`config.mk`:
```
export PLATFORM = sky130hd
export DESIGN_NAME = div_unit_flat
export DESIGN_NICKNAME = d
export VERILOG_FILES = /design/src/rtl/div_if.sv /design/src/rtl/div_unit.sv /design/src/flat_wrapper.sv
export SDC_FILE = /design/constraint.sdc
export NUM_CORES = 1
export LEC_CHECK = 0
export BUFFER_PORTS_ARGS = -buffer_cell sky130_fd_sc_hd__buf_2
export CELL_PAD_IN_SITES_DETAIL_PLACEMENT = 1
export CELL_PAD_IN_SITES_GLOBAL_PLACEMENT = 2
export CORE_MARGIN = 2
export CORE_UTILIZATION = 35
export DETAILED_ROUTE_END_ITERATION = 10
export PLACE_DENSITY = 0.79
export SETUP_SLACK_MARGIN = 0.5
export SLEW_MARGIN = 0
export SYNTH_ARGS = -nofsm -noshare
export SYNTH_HDL_FRONTEND = slang
export SYNTH_SLANG_ARGS = --single-unit
```
`constraint.sdc`:
```
create_clock -name clk -period 3.2 [get_ports clk]
set_input_delay 0.16 -clock clk [delete_from_list [all_inputs] [get_ports clk]]
set_output_delay 0.16 -clock clk [all_outputs]
set_load 0.005 [all_outputs]
```
`src/rtl/div_if.sv`:
```
// div_if: handshake/data bundle between the EX stage and the divider.
//   master (EX side)    : drives signed_div_i, opdata1_i, opdata2_i, start_i, annul_i
//                         and receives result_o, ready_o, busy_o
//   slave (div_unit side): the mirror image
// Signal names keep the divider's port naming, so the _i/_o suffixes are
// relative to the divider.
interface div_if #(
  parameter int WIDTH = 32
) ();
  logic               signed_div_i;
  logic [WIDTH-1:0]   opdata1_i;
  logic [WIDTH-1:0]   opdata2_i;
  logic               start_i;
  logic               annul_i;
  logic [2*WIDTH-1:0] result_o;
  logic               ready_o;
  logic               busy_o;

  modport master (
    output signed_div_i, opdata1_i, opdata2_i, start_i, annul_i,
    input  result_o, ready_o, busy_o
  );

  modport slave (
    input  signed_div_i, opdata1_i, opdata2_i, start_i, annul_i,
    output result_o, ready_o, busy_o
  );
endinterface

```
`src/rtl/div_unit.sv`:
```
// div_unit: multi-cycle radix-2 restoring divider for DIV/DIVU.
//   clk   : clock, rising edge
//   rst   : synchronous, active-high reset
//   bus   : div_if.slave
//           signed_div_i  1 = signed, 0 = unsigned
//           opdata1_i     dividend (sampled when start is accepted)
//           opdata2_i     divisor  (sampled when start is accepted)
//           start_i       request, held until ready_o is seen
//           annul_i       abort division (flush)
//           result_o      {remainder, quotient}, registered
//           ready_o       result valid, registered
//           busy_o        high in ON and BYZERO (decoded from state)
//
// state  | meaning
// FREE   | idle, waiting for start_i
// BYZERO | divisor was zero, result forced to 0
// ON     | one restoring iteration per cycle, then sign fix-up
// END    | result held until start_i drops
module div_unit #(
  parameter int WIDTH = 32,
  parameter int CNT_W = 6
) (
  input logic  clk,
  input logic  rst,
  div_if.slave bus
);

  typedef enum logic [1:0] {
    S_FREE,
    S_BYZERO,
    S_ON,
    S_END
  } state_e;

  state_e               state_q;
  logic [CNT_W-1:0]     cnt_q;
  // {remainder, quotient} working register. Together with the bit that is
  // shifted out of the top on every step (the MSB of trial's minuend) it
  // forms the 2*WIDTH+1 bit restoring shift register.
  logic [2*WIDTH-1:0]   acc_q;
  logic [WIDTH-1:0]     dvs_q;
  logic                 neg1_q;
  logic                 neg2_q;
  logic                 sgn_q;
  logic [2*WIDTH-1:0]   result_q;
  logic                 ready_q;

  logic [WIDTH-1:0]     abs1;
  logic [WIDTH-1:0]     abs2;
  logic [WIDTH:0]       trial;
  logic [2*WIDTH-1:0]   acc_d;
  logic [WIDTH-1:0]     quo_fix;
  logic [WIDTH-1:0]     rem_fix;

  always_comb begin
    abs1 = (bus.signed_div_i && bus.opdata1_i[WIDTH-1]) ? -bus.opdata1_i : bus.opdata1_i;
    abs2 = (bus.signed_div_i && bus.opdata2_i[WIDTH-1]) ? -bus.opdata2_i : bus.opdata2_i;

    // Shift left by one, then try to subtract the divisor from the upper
    // WIDTH+1 bits; a borrow (trial MSB) means restore, i.e. keep the shift.
    trial = acc_q[2*WIDTH-1:WIDTH-1] - {1'b0, dvs_q};
    if (trial[WIDTH])
      acc_d = {acc_q[2*WIDTH-2:0], 1'b0};
    else
      acc_d = {trial[WIDTH-1:0], acc_q[WIDTH-2:0], 1'b1};

    quo_fix = (sgn_q && (neg1_q ^ neg2_q)) ? -acc_q[WIDTH-1:0] : acc_q[WIDTH-1:0];
    rem_fix = (sgn_q && neg1_q) ? -acc_q[2*WIDTH-1:WIDTH] : acc_q[2*WIDTH-1:WIDTH];
  end

  always_ff @(posedge clk) begin
    if (rst) begin
      state_q  <= S_FREE;
      cnt_q    <= '0;
      acc_q    <= '0;
      dvs_q    <= '0;
      neg1_q   <= 1'b0;
      neg2_q   <= 1'b0;
      sgn_q    <= 1'b0;
      result_q <= '0;
      ready_q  <= 1'b0;
    end else begin
      case (state_q)
        S_FREE: begin
          ready_q  <= 1'b0;
          result_q <= '0;
          if (bus.start_i && !bus.annul_i) begin
            if (bus.opdata2_i == '0) begin
              state_q <= S_BYZERO;
            end else begin
              state_q <= S_ON;
              cnt_q   <= '0;
              acc_q   <= {{WIDTH{1'b0}}, abs1};
              dvs_q   <= abs2;
              neg1_q  <= bus.signed_div_i & bus.opdata1_i[WIDTH-1];
              neg2_q  <= bus.signed_div_i & bus.opdata2_i[WIDTH-1];
              sgn_q   <= bus.signed_div_i;
            end
          end
        end
        S_BYZERO: begin
          if (bus.annul_i) begin
            state_q <= S_FREE;
          end else begin
            state_q  <= S_END;
            result_q <= '0;
            ready_q  <= 1'b1;
          end
        end
        S_ON: begin
          if (bus.annul_i) begin
            state_q <= S_FREE;
          end else if (cnt_q != CNT_W'(WIDTH)) begin
            acc_q <= acc_d;
            cnt_q <= cnt_q + CNT_W'(1);
          end else begin
            result_q <= {rem_fix, quo_fix};
            ready_q  <= 1'b1;
            state_q  <= S_END;
          end
        end
        S_END: begin
          if (!bus.start_i) begin
            state_q  <= S_FREE;
            ready_q  <= 1'b0;
            result_q <= '0;
          end
        end
        default: state_q <= S_FREE;
      endcase
    end
  end

  assign bus.result_o = result_q;
  assign bus.ready_o  = ready_q;
  assign bus.busy_o   = (state_q == S_ON) || (state_q == S_BYZERO);

endmodule
```
`src/flat_wrapper.sv`:
```
// flat-port wrapper written by rule: the top's interface ports become plain ports
module div_unit_flat 
#(
  parameter int WIDTH = 32,
  parameter int CNT_W = 6
)
  (clk, rst, bus_signed_div_i, bus_opdata1_i, bus_opdata2_i, bus_start_i, bus_annul_i, bus_result_o, bus_ready_o, bus_busy_o);
  div_if #(.WIDTH(WIDTH)) bus_i ();
  input logic clk;
  input logic rst;
  input wire logic [$bits(bus_i.signed_div_i)-1:0] bus_signed_div_i;
  input wire logic [$bits(bus_i.opdata1_i)-1:0] bus_opdata1_i;
  input wire logic [$bits(bus_i.opdata2_i)-1:0] bus_opdata2_i;
  input wire logic [$bits(bus_i.start_i)-1:0] bus_start_i;
  input wire logic [$bits(bus_i.annul_i)-1:0] bus_annul_i;
  output wire logic [$bits(bus_i.result_o)-1:0] bus_result_o;
  output wire logic [$bits(bus_i.ready_o)-1:0] bus_ready_o;
  output wire logic [$bits(bus_i.busy_o)-1:0] bus_busy_o;
  assign bus_i.signed_div_i = bus_signed_div_i;
  assign bus_i.opdata1_i = bus_opdata1_i;
  assign bus_i.opdata2_i = bus_opdata2_i;
  assign bus_i.start_i = bus_start_i;
  assign bus_i.annul_i = bus_annul_i;
  assign bus_result_o = bus_i.result_o;
  assign bus_ready_o = bus_i.ready_o;
  assign bus_busy_o = bus_i.busy_o;
  div_unit #(.WIDTH(WIDTH), .CNT_W(CNT_W)) u_core (.clk(clk), .rst(rst), .bus(bus_i));
endmodule
```
* Yosys cells after proc, flatten, opt, wreduce, memory -nomap -nowiden *
Cells that the tools add are included.

storage, ports and cells
  register bits after elaboration = 172
  word-level logic and storage cells = 77
  memory bits (writable) = 0
  bits in latches = 0
  memories kept = 0
  output and inout bits = 66
  bits of input ports = 69
  ROM bits = 0

operators by class
  shifts and indexed selects = 0
  equality and inequality tests = 12
  reductions and logical operators = 14
  multiplexer cells = 32
  magnitude comparators = 0
  bitwise operators = 4
  multipliers = 0
  add/sub/neg operators = 6
  divide/modulo/power cells = 0

operator list
  operator             count
  $mux 64              9
  $pmux 64 s4          1
  $mux 32              4
  $neg 32->32          4
  $pmux 64 s2          1
  $sub 33x32->33       1
  $logic_not 32->1     1
  $mux 6               4
  $mux 2               6
  $pmux 6 s2           1
  $ne 2x2->1 const B   5
  $pmux 2 s4           1
  $add 6x1->6 const B  1
  $ne 6x6->1 const B   1
  $reduce_and 3->1     2
  $logic_and 1x1->1    5
  $reduce_and 5->1     1
  $eq 2x2->1 const B   2
  $mux 1               4
  $ne 2x1->1 const B   2
  $pmux 1 s4           1
  $reduce_and 4->1     1
  $ne 3x3->1 const B   1
  $and 1x1->1          2
  other kinds (7)      7

* Logic depth before layout (Yosys ltp) *
Gate-level depths: netlist of run 1.

  depth in word-level cells = 6
  depth in mapped cells = 13

* Worst setup path after synthesis of run 1 *
Ideal clock, no wire load.

  path type = reg2reg
  start = reg u_core.acc_q[31]
  end = reg u_core.acc_q[47]
  data arrival time = 2.748 ns
  path slack = 0.335 ns
  library setup time = 0.117 ns
  buffers on the path = 0
  stages on the path, launching flop included = 13
  cell sequence = dfxtp_1 -> inv_1 -> ha_1 -> fa_1 -> nand2b_1 -> a21o_1 -> a211oi_1 -> o21ai_2 -> nand3_1 -> a31oi_2 -> xor2_1 -> nand2_1 -> a32o_1

on the way
  longest elaborated chain between the ends = 5

RTL lines
  item                    line             source
  start, declared         div_unit.sv:40   logic [2*WIDTH-1:0] acc_q;
  start signal, assigned  div_unit.sv:93   acc_q <= {{WIDTH{1'b0}}, abs1};
  $sub 33x32->33          div_unit.sv:61   trial = acc_q[2*WIDTH-1:WIDTH-1] - {1'b0, dvs_q};
  $mux 64                 div_unit.sv:62   if (trial[WIDTH])
  $mux 64                 div_unit.sv:113  end else if (cnt_q != CNT_W'(WIDTH)) begin
  $mux 64                 div_unit.sv:111  if (bus.annul_i) begin
  $pmux 64 s2             div_unit.sv:83   case (state_q)

Every way passes these cells. The select of a mux whose other input is x is not followed.
A chain may end at the register's enable or synchronous reset.

* Worst setup path after layout of run 1 *
  start = reg u_core.acc_q[31]
  end = reg u_core.acc_q[63]

Same word-level chain as after synthesis.

==> results of run 1 <==
-- through the flow --
step	setup slack (ns)	TNS, ns	total power, mW
final	0.364	0	8.58
after global routing	0.221	0	9.15
after CTS	0.319	0	8.41
after detailed placement	-0.00703	-0.0234	6.27
after global placement	0.0694	0	6.21
after floorplan	0.521	0	5.03
-- cell type report --
class	count	area, µm²
Clock inverter	12	90.1
Multi-Input combinational cell	1124	7400
Inverter	60	228
Timing Repair Buffer	230	1530
Tap cell	402	503
Sequential cell	172	3450
Clock buffer	19	443
Fill cell	3879	17700
-- worst max-delay path: stages, from the launching register on --
cell,delay (ns)
dfxtp_2,0.35
inv_4,0.05
ha_4,0.16
fa_2,0.36
nand2b_4,0.15
a21o_1,0.19
a211oi_4,0.31
o21ai_2,0.11
nand3_2,0.08
a31oi_4,0.12
buf_6,0.16
xor2_4,0.14
buf_6,0.16
a32o_1,0.24
a21o_1,0.15
-- state kept, by name, indices dropped and copies added (netlist names) --
| signal | cells |
|---|---|
| u_core.neg2_q | 1 |
| u_core.state_q | 2 |
| u_core.bus.result_o | 64 |
| u_core.acc_q | 64 |
| u_core.sgn_q | 1 |
| u_core.cnt_q | 6 |
| u_core.dvs_q | 32 |
| u_core.bus.ready_o | 1 |
| u_core.neg1_q | 1 |
-- per-layer routing --
layer	GRT usage (%)	part of all wire, %
met5	0	0
met4	5.45	1.2
met3	3.05	2.8
met2	35.4	45
met1	32.6	51
-- placed cells by master, fill, tap and decap left out, types with 8 or more instances in the layout --
cell type,Yosys,routed
xor2_1,71,70
o31ai_1,20,19
nand2_1,196,194
or3_1,8,8
nor3_1,29,29
xnor2_1,77,77
nor4_1,12,10
mux2i_1,27,23
dfxtp_2,0,9
a21oi_1,118,112
dfxtp_1,172,163
buf_4,6,80
a211oi_1,33,32
nand3_1,25,21
o21ai_1,21,23
a22oi_1,43,42
ha_1,42,34
a21o_1,18,18
a31oi_1,12,10
nand2b_1,11,10
inv_1,60,59
o21ai_0,89,81
clkbuf_16,0,18
nand4_1,8,8
buf_2,10,133
nor2_1,149,147
-- report_power, final --
part           switching (mW)  total [mW]  internal [mW]
registers               0.246        2.61           2.37
clock network           0.943        1.96           1.02
logic                    2.44        4.01           1.57
total                    3.63        8.58           4.96
-- path summary, 6_finish.rpt --
path                                         startpoint                 endpoint  slack, ns  depth (start not counted)
worst min-delay path                   bus_opdata2_i[1]          u_core.dvs_q[1]       0.05                          3
worst max register to register         u_core.acc_q[31]         u_core.acc_q[63]       0.36                         14
worst min register to register  u_core.bus.result_o[23]  u_core.bus.result_o[23]       0.45                          2
worst max-delay path                   u_core.acc_q[31]         u_core.acc_q[63]       0.36                         14
-- cells by family (layout without fill, tap and decap cells) --
group / count (synthesis) / count (layout) / synth area share [%]
AO/OA/AOI/OAI: 411 / 411 / 23.5
XOR/XNOR: 149 / 149 / 11.8
adder cells (fa/ha/maj): 43 / 43 / 4.92
buffers and inverters: 146 / 321 / 5.68
flip-flops: 172 / 172 / 31.1
multiplexers: 28 / 28 / 2.54
AND/OR/NAND/NOR: 493 / 493 / 20.5
-- timing repair --
action                                 4_1_cts  5_1_grt
setup endpoints to repair                   36       46
cloned                                       0        1
hold buffers                                 1        0
setup buffers                               10       13
gates resized for setup                     38       54
pin swaps                                   22       30
endpoints found under the hold margin        1        0
==> metrics.txt, run 1 <==
first drt pass iteration count 7; die area about 33,000 µm²; CTS Buf Count 17; # diodes 0; Placed Area 12,500 µm²; gr usage total a little under a quarter; final wirelength ~37 mm; post-synthesis async set-or-reset flop share 0%; Rel. slew slack a little under two fifths; dominant synthesized flop cell dfxtp_1; Worst Path Arrival ~3.2 ns; Commonest cells post-synth nand2_1, dfxtp_1, nor2_1; Leak ~5.6 nW; Post-synth EDFFs 0; CP startpoint kind flip-flop; worst clock skew approximately 0.012 ns; Cell variety after synth 75; first-pass GRT wire length around 60 mm; Final Non-Filler Cells 2,019; I/O pin count between 100 and 150; share of cells above drive strength 1 21.4%; row count 65; Die W 182 µm; I/O Buffers 134; largest net degree at the start of global routing between 80 and 90; Synthesized Nets roughly 1,600; ANT nets after route 0; number of instances in the placed design 1,963; Worst Hold Class input pin to flip-flop; clk slew on worst S/H paths around 0.07 ns; drt drc 0; final hold slack between 0.04 and 0.05 ns; Iteration-0 DRC Markers 525; max-cap viol count 0; post-layout util 43.5%; fin crit share roughly 90%; Peak supply drop 585 µV; Worst EP required 3.54 ns; routability cong. approximately 0.88; CTS tree built; Mean Syn Cell Area around 7.7 µm²; kind of critical path flip-flop to flip-flop; DR vias about 11,000; GR Overflow Total 0; status complete, no violations; synth top area cells dfxtp_1, nand2_1, xnor2_1, xor2_1, a21oi_1; core box area 31,400 µm²; largest area contributor in the netlist dfxtp_1; vias in the first global route 10,800; Max Slew Vio Count 0; Die Y about 180 µm; vias per cell 5.38; Worst-Skew Late Latency ~0.45 ns; Max Fclk 353 MHz; cell area after layout between 10,000 and 15,000 µm²; Hold Vio Cnt, Final 0; Cells after Synth 1,442; Worst Tran Pin Value between 0.9 and 1 ns; htree depth 4; post-synthesis sequential area ratio 31.1%; final-report setup violation count 0; Yosys warnings 0; pwr dens ~630 nW/µm²; clock root buffer clkbuf_16; Detailed Place HPWL 28.1 mm; Tmin final about 2.8 ns; routed len/inst 18.5 µm; Yosys reg bits between 150 and 200; crit end category flip-flop; Clock Sink Count 172; Post-Syn Area 11,100 µm²; count leader, synth nand2_1; Initial Utilization about a third; initial antenna violation count 0; Synth top area share 31.1%; RSZ-0062 raised after global routing yes; Area Overhead vs Synth 23.1%; nets@finish 1,717; Max clock buf depth 2; Max FO, Critical Path 7
(Power assumes the default switching activity.)
==> inputs of run 2 (changes only) <==
==> constraint.sdc (replaced) <==
create_clock -name clk -period 2.62 [get_ports clk]
set_input_delay 0.131 -clock clk [delete_from_list [all_inputs] [get_ports clk]]
set_output_delay 0.131 -clock clk [all_outputs]
set_load 0.005 [all_outputs]
==> metrics.txt, run 2 (synthesis results as in run 1) <==
clock root buffer clkbuf_16; Max Fclk 350 MHz; Filler cells approximately 3,700; row count 65; Rel. slew slack about half; first drt pass iteration count 5; share of cells above drive strength 1 between 30% and 40%; Worst Hold Class input pin to flip-flop; Area Overhead vs Synth 47.4%; nets@finish 1,872; RSZ-0062 raised after global routing yes; kind of critical path flip-flop to flip-flop; Worst-Skew Late Latency roughly 0.46 ns; drt drc 0; CTS tree built; Tmin final ~2.9 ns; Worst Path Arrival around 3.2 ns; routed len/inst 20.7 µm; # diodes 0; Int Pwr 7.88 mW; ANT nets after route 0; final-report setup violation count 33; final hold slack 0.0230 ns; Max clock buf depth 2; R2R cell count 15; register area 3480 µm²; sequential share of power around a quarter; fin crit share 109%; vias in the first global route approximately 12,000; first-pass GRT wire length about 63 mm; number of instances in the placed design 2,062; commonest non-fill, non-tap cell in the layout buf_4; I/O Buffers around 130; Die W 182 µm; final wirelength roughly 45 mm; die area about 33,000 µm²; largest net degree at the start of global routing between 70 and 80; Worst Tran Pin Value 0.779 ns; NetSw 5.89 mW; routability cong. about 0.84; post-layout util 52.0%; violated checks setup timing; I/O pin count ~140; Max FO, Critical Path 8; GR Overflow Total 0; reg-to-reg startpoint u_core.acc_q[31]; Peak supply drop between 600 and 700 µV; Initial Utilization approximately a third; htree depth 4; Clock Sink Count 172; Sw Share a little over two fifths; clk slew on worst S/H paths roughly 0.070 ns; Hold Vio Cnt, Final 0; crit path from u_core.acc_q[31]; worst clock skew between 0.01 and 0.015 ns; Die Y between 150 and 200 µm; gr usage total 23.9%; final worst slack -0.234 ns; Worst Setup EP u_core.acc_q[39]; R2R Setup Slk -0.23 ns; most frequent cells in the layout buf_4, dfxtp_1, nand2_1; Detailed Place HPWL 29.6 mm; Placement Setup Slack -0.264 ns; max-cap viol count 0; Worst EP required slightly below 3 ns; R2R Path End u_core.acc_q[39]; multi-input logic area around 8400 µm²; initial antenna violation count 0; Leak just under 7 nW; CTS Buf Count 17; vias per cell 5.45; status complete, but fails checks; combinational share of power between 50% and 60%; core box area about 31,000 µm²; crit end category flip-flop; total power 13.8 mW; Final Non-Filler Cells about 2,200; CP startpoint kind flip-flop; clock group share of total power between 15 and 20%; Max Slew Vio Count 0; DR vias between 10,000 and 15,000; pwr dens approximately 840 nW/µm²; Iteration-0 DRC Markers between 600 and 700
run 2: power by group through the flow:
stage	Clock (mW)	Combinational [mW]	Sequential, mW
2_1_floorplan	0	3.18	3.16
3_3_place_gp	0	4.91	3.20
3_5_place_dp	0	5.00	3.21
4_1_cts	2.74	5.71	3.16
5_1_grt	2.84	8.33	3.26
6_report	2.71	7.84	3.22
run 2: cell type report:
type | count | share of cell area (%)
Multi-Input combinational cell | 1126 | 51.6
Sequential cell | 172 | 21.3
Timing Repair Buffer | 383 | 19.0
Clock inverter | 14 | 0.957
Tap cell | 402 | 3.08
Inverter | 60 | 1.38
Clock buffer | 18 | 2.69
run 2: metal layers:
metal | track usage, % | wire length, µm
met1 | 32.9 | 21800
met2 | 40.2 | 21300
met3 | 3.51 | 1450
met4 | 4.19 | 536
met5 | 0 | 0
run 2: metrics by stage:
stage / instance area, µm² / setup TNS [ns]
CTS: 14600 / -3.71
detailed placement: 13500 / -5.55
floorplan: 11300 / 0
finish: 16300 / -4.79
global placement: 13500 / -3.03
global route: 16300 / -8.95
run 2: repair_timing:
item	in CTS	in global routing
hold endpoints to repair	1	0
gates resized for setup	96	248
setup buffers	26	30
pin swaps	53	118
endpoints found under the setup margin	123	156
hold buffers	1	0
cloned	1	23
run 2: worst min path at each step:
stage	start	endpoint	slack [ns]	cells after the start
after global placement	bus_opdata2_i[31]	u_core.dvs_q[31]	0.43	3
after floorplan	bus_opdata2_i[0]	u_core.dvs_q[0]	0.28	2
final	bus_opdata2_i[1]	u_core.dvs_q[1]	0.02	3
after detailed placement	bus_opdata2_i[31]	u_core.dvs_q[31]	0.43	3
after CTS	bus_opdata2_i[1]	u_core.dvs_q[1]	0.01	3
after global routing	bus_opdata2_i[1]	u_core.dvs_q[1]	0.01	3
run 2: critical path, stage by stage, from the launching register on:
cell and delay (ns):
dfxtp_2 0.34, inv_2 0.05, ha_4 0.15, fa_2 0.33, nand2b_4 0.15, a21o_1 0.19, a211oi_2 0.24, buf_4 0.18
o21ai_4 0.06, nand3_2 0.08, a31oi_4 0.13, xnor2_4 0.25, buf_6 0.15, buf_16 0.13, mux2i_1 0.23, o21ai_1 0.08
==> inputs of run 3 (changes only) <==
--- a/config.mk
+++ b/config.mk
@@ -11,6 +11,7 @@
 export CORE_MARGIN = 2
 export CORE_UTILIZATION = 35
 export DETAILED_ROUTE_END_ITERATION = 10
+export GPL_TIMING_DRIVEN = 0
 export PLACE_DENSITY = 0.79
 export SETUP_SLACK_MARGIN = 0.5
 export SLEW_MARGIN = 0
==> constraint.sdc (replaced) <==
create_clock -name clk -period 3.5 [get_ports clk]
set_input_delay 0.175 -clock clk [delete_from_list [all_inputs] [get_ports clk]]
set_output_delay 0.175 -clock clk [all_outputs]
set_load 0.005 [all_outputs]
==> metrics.txt, run 3 (synthesis results as in run 1) <==
Initial Utilization between 30% and 40%; final worst slack 0.562 ns; max-cap viol count 0; die area around 33,000 µm²; RSZ-0062 raised after global routing yes; crit end category flip-flop; # diodes 0; Peak supply drop approximately 380 µV; kind of critical path flip-flop to flip-flop; I/O Buffers around 130; first drt pass iteration count 5; htree depth 4; Leak approximately 5.3 nW; vias per cell ~5.4; worst clock skew between 0.01 and 0.015 ns; critical-path cell list inv_1 -> ha_2 -> fa_2 -> nand2b_4 -> a21o_4 -> a211oi_4 -> o21ai_4 -> nand3_2 -> a31oi_4 -> xnor2_2 -> buf_6 -> buf_12 -> mux2i_1 -> a22o_1; final hold slack just over 0.05 ns; CP startpoint kind flip-flop; GR Util met1 between 30% and 40%; vias in the first global route ~11,000; GR Layer Usage met3 roughly 3.9%; Placed Area around 12,000 µm²; row count 65; CTS Buf Count 17; final wirelength approximately 40 mm; GR Overflow Total 0; Slowest cell on crit path a211oi_4; GR peak layer met2; first-pass GRT wire length ~63 mm; Worst-Skew Late Latency 0.46 ns; Worst Tran Pin Value 0.989 ns; drt drc 0; clk slew on worst S/H paths 0.07 ns; I/O pin count 135; Hold Vio Cnt, Final 0; cell area after layout 13,400 µm²; gr usage total 24.4%; R2R Setup Slk around 0.56 ns; Iteration-0 DRC Markers slightly below 600; CTS tree built; Die Y ~180 µm; Max FO, Critical Path 10; routed len/inst just under 20 µm; Max Fclk 340 MHz; initial antenna violation count 0; kind of cell adding the most delay to the critical path compound AO/OA/AOI/OAI gates; routability cong. 0.886; fin crit share between 80% and 90%; Buf/Inv on CP 3; Max Slew Vio Count 0; crit-path max cell delay about 0.35 ns; Area Overhead vs Synth 20.5%; total power about 8 mW; largest net degree at the start of global routing 17; Worst EP required 3.91 ns; Die W between 150 and 200 µm; DR vias roughly 11,000; GR Layer Usage met2 40.6%; commonest non-fill, non-tap cell in the layout nand2_1; clock root buffer clkbuf_16; final-report setup violation count 0; most frequent cells in the layout nand2_1, dfxtp_1, nor2_1; status complete, no violations; Tmin final between 2 and 3 ns; Placement Setup Slack -0.148 ns; Worst Path Arrival about 3.4 ns; Filler cells roughly 3,900; Detailed Place HPWL 31.0 mm; nets@finish between 1,500 and 2,000; Max clock buf depth 2; pwr dens around 600 nW/µm²; Rel. slew slack between 30% and 40%; Worst Hold Class input pin to flip-flop; Clock Sink Count approximately 170; ANT nets after route 0; core box area 31,400 µm²; share of cells above drive strength 1 between 15 and 20%
run 3: cell count changes in the layout (fill, tap and decap cells not counted), moves of 36 or more:
cell	before	now
buf_4	186	11
clkbuf_1	0	62
nand2_1	148	196
a21oi_1	74	113
a21oi_2	41	5
a22oi_1	6	42
a22oi_2	37	1
run 3: worst register-to-register path, delay by kind of cell, from the launching register on:
kind / cells / cell delay, ns
adders and majority gates: 2 / 0.53
buffers and inverters: 3 / 0.40
and+or+nand+nor: 2 / 0.27
AOI/OAI and AO/OA: 5 / 0.96
DFF: 1 / 0.34
xor gates and xnor gates: 1 / 0.18
muxes: 1 / 0.22
run 3: repair_timing:
item / CTS / global route
hold buffers: 1 / 0
endpoints found under the setup margin: 33 / 72
pin swaps: 6 / 14
endpoints found under the hold margin: 1 / 0
cloned: 1 / 0
buffers inserted: 6 / 2
gates resized for setup: 37 / 64
run 3: metrics by stage:
step | TNS, ns | utilization (%) | instances
floorplan | 0 | - | 1442
global placement | -1.92 | 39.1 | 1978
detailed placement | -2.26 | 39.1 | 1978
CTS | 0 | 41.7 | 2018
global route | 0 | 42.6 | 2020
finish | 0 | 42.6 | 2020
run 3: layer usage:
layer  up-vias  share of wire [%]  routed length [µm]
met2       157                 47               18700
li1       5395                  -                   -
met1      5300                 49               19700
met3        29                2.9                1150
met4         0                1.1                 446
met5         -                  0                   0
run 3: area by class of cell:
type	instances	area (µm²)	share of cell area (%)
Multi-Input combinational cell	1124	7300	54.7
Sequential cell	172	3480	26.0
Timing Repair Buffer	144	777	5.82
Tap cell	402	503	3.77
Buffer	86	462	3.46
Clock buffer	21	450	3.37
Inverter	60	225	1.69
Clock inverter	11	158	1.18
run 3: final timing paths:
| kind | from | endpoint | cells past startpoint |
|---|---|---|---|
| worst max register to register | u_core.acc_q[31] | u_core.acc_q[33] | 14 |
| worst min-delay path | bus_opdata2_i[1] | u_core.dvs_q[1] | 3 |
| worst max-delay path | u_core.acc_q[31] | u_core.acc_q[33] | 14 |
| worst min register to register | u_core.bus.result_o[57] | u_core.bus.result_o[57] | 2 |
run 3: report_power, final:
group | internal, mW | switching [mW] | leakage, nW
clock | 1.16 | 0.898 | 0.295
sequential | 2.17 | 0.220 | 1.41
combinational | 1.26 | 2.27 | 3.60
